`config.mk`:
```
export PLATFORM = sky130hd
export DESIGN_NAME = gray_ptr_sync_flat
export DESIGN_NICKNAME = d
export VERILOG_FILES = /design/src/rtl/gray_ptr_sync_if.sv /design/src/rtl/gray_ptr_sync.sv /design/src/flat_wrapper.sv
export SDC_FILE = /design/constraint.sdc
export NUM_CORES = 1
export LEC_CHECK = 0
export CORE_UTILIZATION = 45
export DETAILED_ROUTE_END_ITERATION = 6
export PLACE_DENSITY = 0.83
export SLEW_MARGIN = 20
export SYNTH_ARGS = -nofsm -noshare
export SYNTH_HDL_FRONTEND = slang
export SYNTH_SLANG_ARGS = --single-unit
```
`constraint.sdc`:
```
create_clock -name clk -period 2.3 [get_ports clk]
set_clock_uncertainty 0.05 [all_clocks]
set_input_delay 0.46 -clock clk [delete_from_list [all_inputs] [get_ports clk]]
set_output_delay 0.46 -clock clk [all_outputs]
set_load 0.1 [all_outputs]
```
`src/rtl/gray_ptr_sync_if.sv`:
```
// Bus bundle for gray_ptr_sync: asynchronous pointer in, synchronised view and
// integrity-monitor status out. The slave side is the synchroniser itself.
interface gray_ptr_sync_if #(
    parameter int BUS_WIDTH = 4,
    parameter int ERR_CNT_W = 8
);
    logic [BUS_WIDTH-1:0] async;
    logic                 err_clr;
    logic [BUS_WIDTH-1:0] sync;
    logic [BUS_WIDTH-1:0] sync_bin;
    logic [BUS_WIDTH-1:0] sync_rise;
    logic [BUS_WIDTH-1:0] sync_fall;
    logic                 sync_chg;
    logic                 gray_err;
    logic [ERR_CNT_W-1:0] err_cnt;

    modport master (
        output async, err_clr,
        input  sync, sync_bin, sync_rise, sync_fall, sync_chg, gray_err, err_cnt
    );

    modport slave (
        input  async, err_clr,
        output sync, sync_bin, sync_rise, sync_fall, sync_chg, gray_err, err_cnt
    );
endinterface

```
`src/rtl/gray_ptr_sync.sv`:
```
// Multi-flop CDC synchroniser bank for a Gray-coded pointer, with Gray-to-binary
// conversion, per-bit edge pulses and a multi-bit-change integrity monitor.
module gray_ptr_sync #(
    parameter int BUS_WIDTH  = 4,
    parameter int NUM_STAGES = 2,
    parameter bit GRAY_CHECK = 1'b1,
    parameter int ERR_CNT_W  = 8
) (
    input  logic             clk,
    input  logic             rst,
    gray_ptr_sync_if.slave   bus
);

    if (NUM_STAGES < 2) begin : g_bad_stages
        $error("gray_ptr_sync: NUM_STAGES must be at least 2");
    end
    if (BUS_WIDTH < 1 || BUS_WIDTH > 32) begin : g_bad_width
        $error("gray_ptr_sync: BUS_WIDTH must be in 1..32");
    end

    // stages[0] is the capture flop; stages[NUM_STAGES-1] is the settled value.
    logic [NUM_STAGES-1:0][BUS_WIDTH-1:0] stages;
    logic [BUS_WIDTH-1:0]                 sync;
    logic [BUS_WIDTH-1:0]                 prev;
    logic [BUS_WIDTH-1:0]                 diff;
    logic [BUS_WIDTH-1:0]                 bin;
    logic                                 multi_bit;

    // NOTE: sequential state uses non-blocking assignments so every flop in the
    // chain samples the pre-edge value of its neighbour; blocking here would
    // collapse the whole chain into one stage in simulation.
    always_ff @(posedge clk or negedge rst) begin
        if (!rst) begin
            stages <= '0;
            prev   <= '0;
        end else begin
            stages <= {stages[NUM_STAGES-2:0], bus.async};
            prev   <= sync;
        end
    end

    assign sync      = stages[NUM_STAGES-1];
    assign diff      = sync ^ prev;
    // Clearing the lowest set bit leaves something only if two or more bits flipped.
    assign multi_bit = |(diff & (diff - 1'b1));

    // NOTE: every variable written in always_comb gets a default first, so no
    // path through the block can leave it unassigned and infer a latch.
    always_comb begin
        bin = '0;
        for (int i = 0; i < BUS_WIDTH; i++) begin
            bin[i] = ^(sync >> i);
        end
    end

    assign bus.sync      = sync;
    assign bus.sync_bin  = bin;
    assign bus.sync_rise = sync & ~prev;
    assign bus.sync_fall = ~sync & prev;
    assign bus.sync_chg  = |diff;

    if (GRAY_CHECK) begin : g_mon
        logic                 gray_err_q;
        logic [ERR_CNT_W-1:0] err_cnt_q;

        // A violation coinciding with err_clr clears first, then counts itself.
        always_ff @(posedge clk or negedge rst) begin
            if (!rst) begin
                gray_err_q <= 1'b0;
                err_cnt_q  <= '0;
            end else if (multi_bit) begin
                gray_err_q <= 1'b1;
                if (bus.err_clr) begin
                    err_cnt_q <= ERR_CNT_W'(1);
                end else if (err_cnt_q != '1) begin
                    err_cnt_q <= err_cnt_q + 1'b1;
                end
            end else if (bus.err_clr) begin
                gray_err_q <= 1'b0;
                err_cnt_q  <= '0;
            end
        end

        assign bus.gray_err = gray_err_q;
        assign bus.err_cnt  = err_cnt_q;
    end else begin : g_no_mon
        assign bus.gray_err = 1'b0;
        assign bus.err_cnt  = '0;
    end

endmodule
```
`src/flat_wrapper.sv`:
```
// flat-port wrapper written by rule: the top's interface ports become plain ports
module gray_ptr_sync_flat 
#(
    parameter int BUS_WIDTH  = 4,
    parameter int NUM_STAGES = 2,
    parameter bit GRAY_CHECK = 1'b1,
    parameter int ERR_CNT_W  = 8
)
  (clk, rst, bus_async, bus_err_clr, bus_sync, bus_sync_bin, bus_sync_rise, bus_sync_fall, bus_sync_chg, bus_gray_err, bus_err_cnt);
  gray_ptr_sync_if #(.BUS_WIDTH(BUS_WIDTH), .ERR_CNT_W(ERR_CNT_W)) bus_i ();
  input  logic clk;
  input  logic rst;
  input wire logic [$bits(bus_i.async)-1:0] bus_async;
  input wire logic [$bits(bus_i.err_clr)-1:0] bus_err_clr;
  output wire logic [$bits(bus_i.sync)-1:0] bus_sync;
  output wire logic [$bits(bus_i.sync_bin)-1:0] bus_sync_bin;
  output wire logic [$bits(bus_i.sync_rise)-1:0] bus_sync_rise;
  output wire logic [$bits(bus_i.sync_fall)-1:0] bus_sync_fall;
  output wire logic [$bits(bus_i.sync_chg)-1:0] bus_sync_chg;
  output wire logic [$bits(bus_i.gray_err)-1:0] bus_gray_err;
  output wire logic [$bits(bus_i.err_cnt)-1:0] bus_err_cnt;
  assign bus_i.async = bus_async;
  assign bus_i.err_clr = bus_err_clr;
  assign bus_sync = bus_i.sync;
  assign bus_sync_bin = bus_i.sync_bin;
  assign bus_sync_rise = bus_i.sync_rise;
  assign bus_sync_fall = bus_i.sync_fall;
  assign bus_sync_chg = bus_i.sync_chg;
  assign bus_gray_err = bus_i.gray_err;
  assign bus_err_cnt = bus_i.err_cnt;
  gray_ptr_sync #(.BUS_WIDTH(BUS_WIDTH), .NUM_STAGES(NUM_STAGES), .GRAY_CHECK(GRAY_CHECK), .ERR_CNT_W(ERR_CNT_W)) u_core (.clk(clk), .rst(rst), .bus(bus_i));
endmodule
```
-- Word-level counts from Yosys, hierarchy flattened
Index checks and enable logic that the tools add are counted.
- bits of input ports: 7
- bits in registers: 21
- word-level logic and storage cells: 29
- muxes and demuxes: 6
- bitwise gates (word level): 6
- add/subtract/negate cells: 2
- eq/ne operators: 1
- reductions and logical operators: 9
- operators by type and width (cell ; number):
    $mux 8 ; 4
    $reduce_xor 4->1 ; 4
    $and 4x4->4 ; 3
    $add 8x1->8 const B ; 1
    $ne 8x8->1 const B ; 1
    $not 4->4 ; 2
    $reduce_or 4->1 ; 2
    $reduce_bool 2->1 ; 2
    $sub 4x1->4 const B ; 1
    $xor 4x4->4 ; 1
    $mux 1 ; 2
    $reduce_and 2->1 ; 1

-- Logic depth before layout (Yosys ltp)
- word-level depth: 6
- mapped depth: 7

-- Worst setup path after synthesis
No wires, ideal clock.
- path kind: register -> output
- from: register u_core.stages (netlist bit u_core.bus.sync[3])
- to: output bus_sync_bin[0]
- arrival: 5.132 ns
- cell stages (with the launch flop): 4
- path slack: -3.342 ns
- path through: dfrtp_1 -> xor2_1 -> xnor2_1 -> xnor2_1
- longest elaborated chain between the ends: 1
- RTL lines (element ; RTL line ; source):
    from (decl) ; gray_ptr_sync.sv:22 ; logic [NUM_STAGES-1:0][BUS_WIDTH-1:0] stages;
    from (signal assigned) ; gray_ptr_sync.sv:37 ; stages <= {stages[NUM_STAGES-2:0], bus.async};
    $reduce_xor 4->1 ; gray_ptr_sync.sv:52 ; bin[i] = ^(sync >> i);
    to (decl) ; flat_wrapper.sv:16 ; output wire logic [$bits(bus_i.sync_bin)-1:0] bus_sync_bin;
No other way between the ends.

-- Final worst setup path
Ends and elaborated chain as after synthesis.

==> impl_results.md <==
* Run status: finished, final reports clean
* Biggest fanout along the worst timing path at 4
* Internal cell power at 602 uW
* # IOs at 33
* Clk_lat worst skew at 300 ps
* Number of setup violations in the final report at 0
* Master cell of the clock root buffer: clkbuf_4
* Most used cells in the layout excluding fill and tap cells: dfrtp_1, buf_4, inv_1
* Post-synthesis to final-layout area growth at 45.7%
* Measured slew at the worst slew-check pin at 357 ps
* Antenna-violating nets left at 0
* Starting Density at 0.499
* Total of cells resized after clock tree synthesis at 0
* Flop-to-flop setup slack at 180 ps
* Reported net switching power at 477 uW
* Element type at the critical path end: output port
* HPWL after detailed placement at 1.64 mm
* RR Startpoint: u_core.bus.sync[1]
* Final Net Count at 142
* Antenna diode instance count at 0
* Width of the die at 49.6 um
* Buffer levels on the longest clock path at 2
* Vertical die dimension at 49.6 um
* Critical Path End: bus_sync_bin[0]
* Clock group share of total power at 0.158
* Overall routing resource usage at 0.185
* Critical path data required time at 1790 ps
* Syn Std Cell Area at 0.00102 mm2
* Ys Warns at 0
* Total via count in the routed design at 819
* CTS Buf Count at 3
* Peak supply drop at 563 uV
* Critical Setup Path Class: flip-flop to output port
* Final core area utilization at 0.727
* Number of synthesized register bits at 21
* Final min period at 2190 ps
* Post-CTS Setup Inserts at 0
* Die area at 0.00246 mm2
* Total nets after synthesis at 109
* Final hold violation count at 0
* Via count of the first global-routing pass at 738
* Achievable frequency at 457 MHz
* Leakage dissipation at 0.000685 uW
* Hold-fix buffers at CTS at 0
* Total negative slack at 0 ps
* Post-synthesis area per instance at 11.0 um2
* TritonCTS Sinks at 21
* Starting DRT DRC Count at 16
* Pin count of the biggest net entering global routing at 22
* Top cell type by total area after synthesis: dfrtp_1
* Unrepaired setup endpoints after global routing: no
* Sequential-to-total area share from yosys stat at 0.516
* Global-route wire length before repair at 3.37 mm
* Initial antenna violation count at 0
* Hold/Removal Path Class: flip-flop to flip-flop
* Critical Path Source Type: flip-flop
* Total wire length at 2.05 mm
* Portion of synthesized cell area occupied by the leading cell type at 0.516
* Core area at 0.00204 mm2
* Cell area power density at 727 mW/mm2
* Fill cell count at 160
* Count of maximum capacitance violations at 0
* Overall power at 1080 uW
* Final weighted congestion of routability-driven global placement at 0.814
* Combinational cell fraction of total power at 0.458
* Commonest non-fill, non-tap cell in the layout: dfrtp_1
* Post-detailed-route DRC marker count at 0
* Wire per inst at 13.5 um
* Sequential cell area at 526 um2
* Top cells by area in the synthesized netlist: dfrtp_1, ha_1, inv_1
* Sequential power share at 0.384
* Vias per inst at 5.39
* Final worst path period share at 0.952
* Number of search-and-repair iterations in the first detailed-routing pass at 4
* Post-Syn Instances at 93
* Normalized max-slew margin at 0.761
* Deepest level of the CTS H-tree at 1
* Reg-to-Reg End: u_core.bus.err_cnt[5]
* Clock input transition at the sequential cells of the worst setup and hold paths at 110 ps
* Unique cell type count in the Yosys netlist at 32
* Crit. Startpoint: u_core.bus.sync[3]
* Data arrival time at the worst-slack endpoint at 1680 ps
* Worst Reg2Reg Path Length in Cells at 6
* Leftover overflow at the end of global routing at 0
* Max-slew violation count at 0
* Combined area of the multi-input logic cells at 454 um2
* Port Buffer Count at 32
* Row count at 16
* Fraction of power spent switching nets at 0.442
* Ratio of cells with drive above 1 in the final layout at 0.304
* TritonCTS clock tree: built
## kinds of logic (layout without fill, tap and decap cells)
logic type	count (synthesis)	in the layout	share of synthesized area
AO/OA/AOI/OAI	20	20	0.128
XOR/XNOR	3	3	0.0258
adder cells (fa/ha/maj)	9	9	0.111
buffers and inverters	18	50	0.0934
flip-flops	21	21	0.516
AND/OR/NAND/NOR	22	22	0.127
## per-layer routing
| layer | vias to the layer above | share of wire | track usage |
|---|---|---|---|
| met4 | 0 | 0.014 | 0.0762 |
| met5 | - | 0 | 0 |
| met2 | 36 | 0.50 | 0.293 |
| met1 | 391 | 0.42 | 0.242 |
| li1 | 388 | - | - |
| met3 | 4 | 0.068 | 0.0463 |
## power by group through the flow
stage	logic, uW	clock network, uW	registers (uW)
finish	494	171	415
global route	512	190	419
CTS	496	179	414
detailed placement	495	0	422
global placement	489	0	420
floorplan	262	0	522
## worst min-delay path by stage
stage | from | end | slack [ps] | depth (start not counted)
after CTS | u_core.stages[1] | u_core.bus.sync[1] | 310 | 0
final | u_core.stages[1] | u_core.bus.sync[1] | 310 | 0
after global placement | u_core.stages[1] | u_core.bus.sync[1] | 280 | 0
after floorplan | rst | u_core.bus.err_cnt[0] | 110 | 0
after detailed placement | u_core.stages[1] | u_core.bus.sync[1] | 280 | 0
after global routing | u_core.stages[2] | u_core.bus.sync[2] | 320 | 0
## synth_stat cells
| cell | n |
|---|---|
| o21ai_0 | 4 |
| a211oi_1 | 1 |
| a21boi_0 | 1 |
| or3_1 | 1 |
| a311oi_1 | 3 |
| and4_1 | 1 |
| o211ai_1 | 2 |
| inv_1 | 11 |
| a41oi_1 | 1 |
| dfrtp_1 | 21 |
| nand4_1 | 3 |
| buf_4 | 5 |
| nor4_1 | 2 |
| nand2b_1 | 1 |
| xnor2_1 | 2 |
| nor2_1 | 3 |
| o21a_1 | 1 |
| or4_1 | 1 |
| a21oi_1 | 6 |
| nand3_1 | 2 |
| and3_2 | 1 |
| buf_2 | 1 |
| and3_1 | 1 |
| buf_6 | 1 |
| ha_1 | 9 |
| xor2_1 | 1 |
| o31ai_1 | 1 |
| nand3b_1 | 1 |
| nand2_2 | 1 |
| and2_2 | 1 |
| nor3_1 | 1 |
| nand2_1 | 2 |
## cell type report
type,count,area share
repair buffers,35,0.272
inverters,11,0.0278
well taps,27,0.0228
clock buffers,4,0.0177
flip-flops and latches,21,0.354
multi-input cells,54,0.306
## metrics by stage
step                hold WS [ps]  worst slack (ps)  instance area (um2)  std cells
finish                       309               110                 1480        152
global route                 320              33.1                 1480        152
floorplan                    114              -486                 1070         93
CTS                          310              97.4                 1480        152
global placement             282               337                 1460        148
detailed placement           285               231                 1460        148
## state kept, by name, summed over array words and instances, names as in the netlist
| signal | count |
|---|---|
| u_core.bus.err_cnt | 8 |
| u_core.bus.sync | 4 |
| u_core.prev | 4 |
| u_core.stages | 4 |
| u_core.bus.gray_err | 1 |
## critical path, cell delays in order (launching register included)
cell     delay [ps]
dfrtp_1         420
buf_4           170
xor2_4          250
xnor2_4         200
xnor2_4         160
buf_12          190
Note: power is estimated with default switching activity, not from simulation.
==> variant, RTL diff (same flow settings) <==
`stages` no longer has a reset.
--- a/src/rtl/gray_ptr_sync.sv
+++ b/src/rtl/gray_ptr_sync.sv
@@ -33,8 +33,10 @@
         if (!rst) begin
-            stages <= '0;
             prev   <= '0;
         end else begin
-            stages <= {stages[NUM_STAGES-2:0], bus.async};
             prev   <= sync;
         end
+    end
+
+    always_ff @(posedge clk) begin
+        stages <= {stages[NUM_STAGES-2:0], bus.async};
     end
Check against the original RTL: not equivalent (Yosys sat finds a counterexample within 4 cycles, from zero or initial values and one cycle with rst low).
==> variant against the unedited design <==
- register-to-register slack better by 0.10 ns
- sequential cell count stayed put
- power is 2.2% lower
- maximum frequency is 7.8% higher
- setup slack better by 0.16 ns
- design area is 7.0% lower
- via count is 2.7% lower
- synthesized area is 3.9% lower
- die area is 3.8% lower
- routed wire length is 3.2% lower
- synthesized cell count stayed put
- sequential share of layout area is 0.31 points higher
- largest cell class unchanged
==> variant: results (changes against the unedited design) <==
bufAreaShareNonClock_pct: 23.93  # -3.2 points
post_drt_wl_per_cell_um: 13.33  # -1.3%
final_nets: 139  # -2.1%
nFillCells: 149  # -6.9%
wirelength_um: 1986  # -3.2%
status: "complete, no violations"
peakVddDrop_mv: 0.5521  # -1.9%
power.total_w: 0.001056  # -2.2%
p_int_w: 0.0005834  # -3.1%
area_delta_synth_final_pct: 41.05
layout-drive-gt1-share_pct: 31.15  # +0.75 points
post-place-ws_ns: 0.2746  # +0.04383 ns
use_met2_pct: 27.31  # -2.0 points
crit_family: "flip-flops"
clkbuf_count: 3  # -1
dp.cells: 145  # -2.0%
pwr-share-comb_pct: 44.5  # -1.3 points
synth_area_leaders: "dfrtp_1 33%, dfxtp_1 16%, ha_1 12%, inv_1 4.2%, buf_4 3.8%"
synth.distinct_cells: 33  # +3.1%
synth_compound_area_share_pct: 13.30  # +0.52 points
ys_seq_area_share_pct: 49.62  # -2.0 points
gr-usage-met1_pct: 25.66  # +1.4 points
arrival_ns: 1.52  # -0.16 ns
leakage_nw: 0.6334  # -7.5%
grt_pass1_wl_um: 3298  # -2.0%
met2_length_um: 994  # -3.3%
use_met3_pct: 3.459  # -1.2 points
clock_area_share_pct: 1.995  # +0.22 points
grt_max_degree: 14  # -36%
met1_length_um: 846  # -1.1%
dpl_cell_area_mm2: 0.001353  # -7.2%
async_reset_ff_share_pct: 61.90  # -38 points
wl_met3_um: 126  # -9.4%
sh_seq_area_pct: 35.72  # +0.31 points
first_global_vias: 720  # -2.4%
slew-limit-headroom_pct: 60.97  # -15 points
n_all_buffers: 32  # -8.6%
synthTopCellsByCount: "13 x dfrtp_1, 11 x inv_1, 9 x ha_1"
-- variant: changes by cell type after synthesis, sizes merged --
cell	unedited run	this run
dfrtp	21	13
dfxtp	0	8
-- variant: path summary, 6_finish.rpt --
path	startpoint	endpoint	slack, ns	cells past startpoint
setup / recovery	u_core.bus.sync[1]$_DFF_P_	bus_sync_chg	0.27	4
hold / removal	u_core.stages[2]$_DFF_P_	u_core.bus.sync[2]$_DFF_P_	0.28	0
setup reg to reg	u_core.bus.sync[0]$_DFF_P_	u_core.bus.err_cnt[7]$_DFFE_PN0P_	0.28	6
hold reg to reg	u_core.stages[2]$_DFF_P_	u_core.bus.sync[2]$_DFF_P_	0.28	0
max in group asynchronous	rst	u_core.bus.gray_err$_DFFE_PN0P_	1.34	1
min in group asynchronous	rst	u_core.prev[3]$_DFF_PN0_	0.47	1
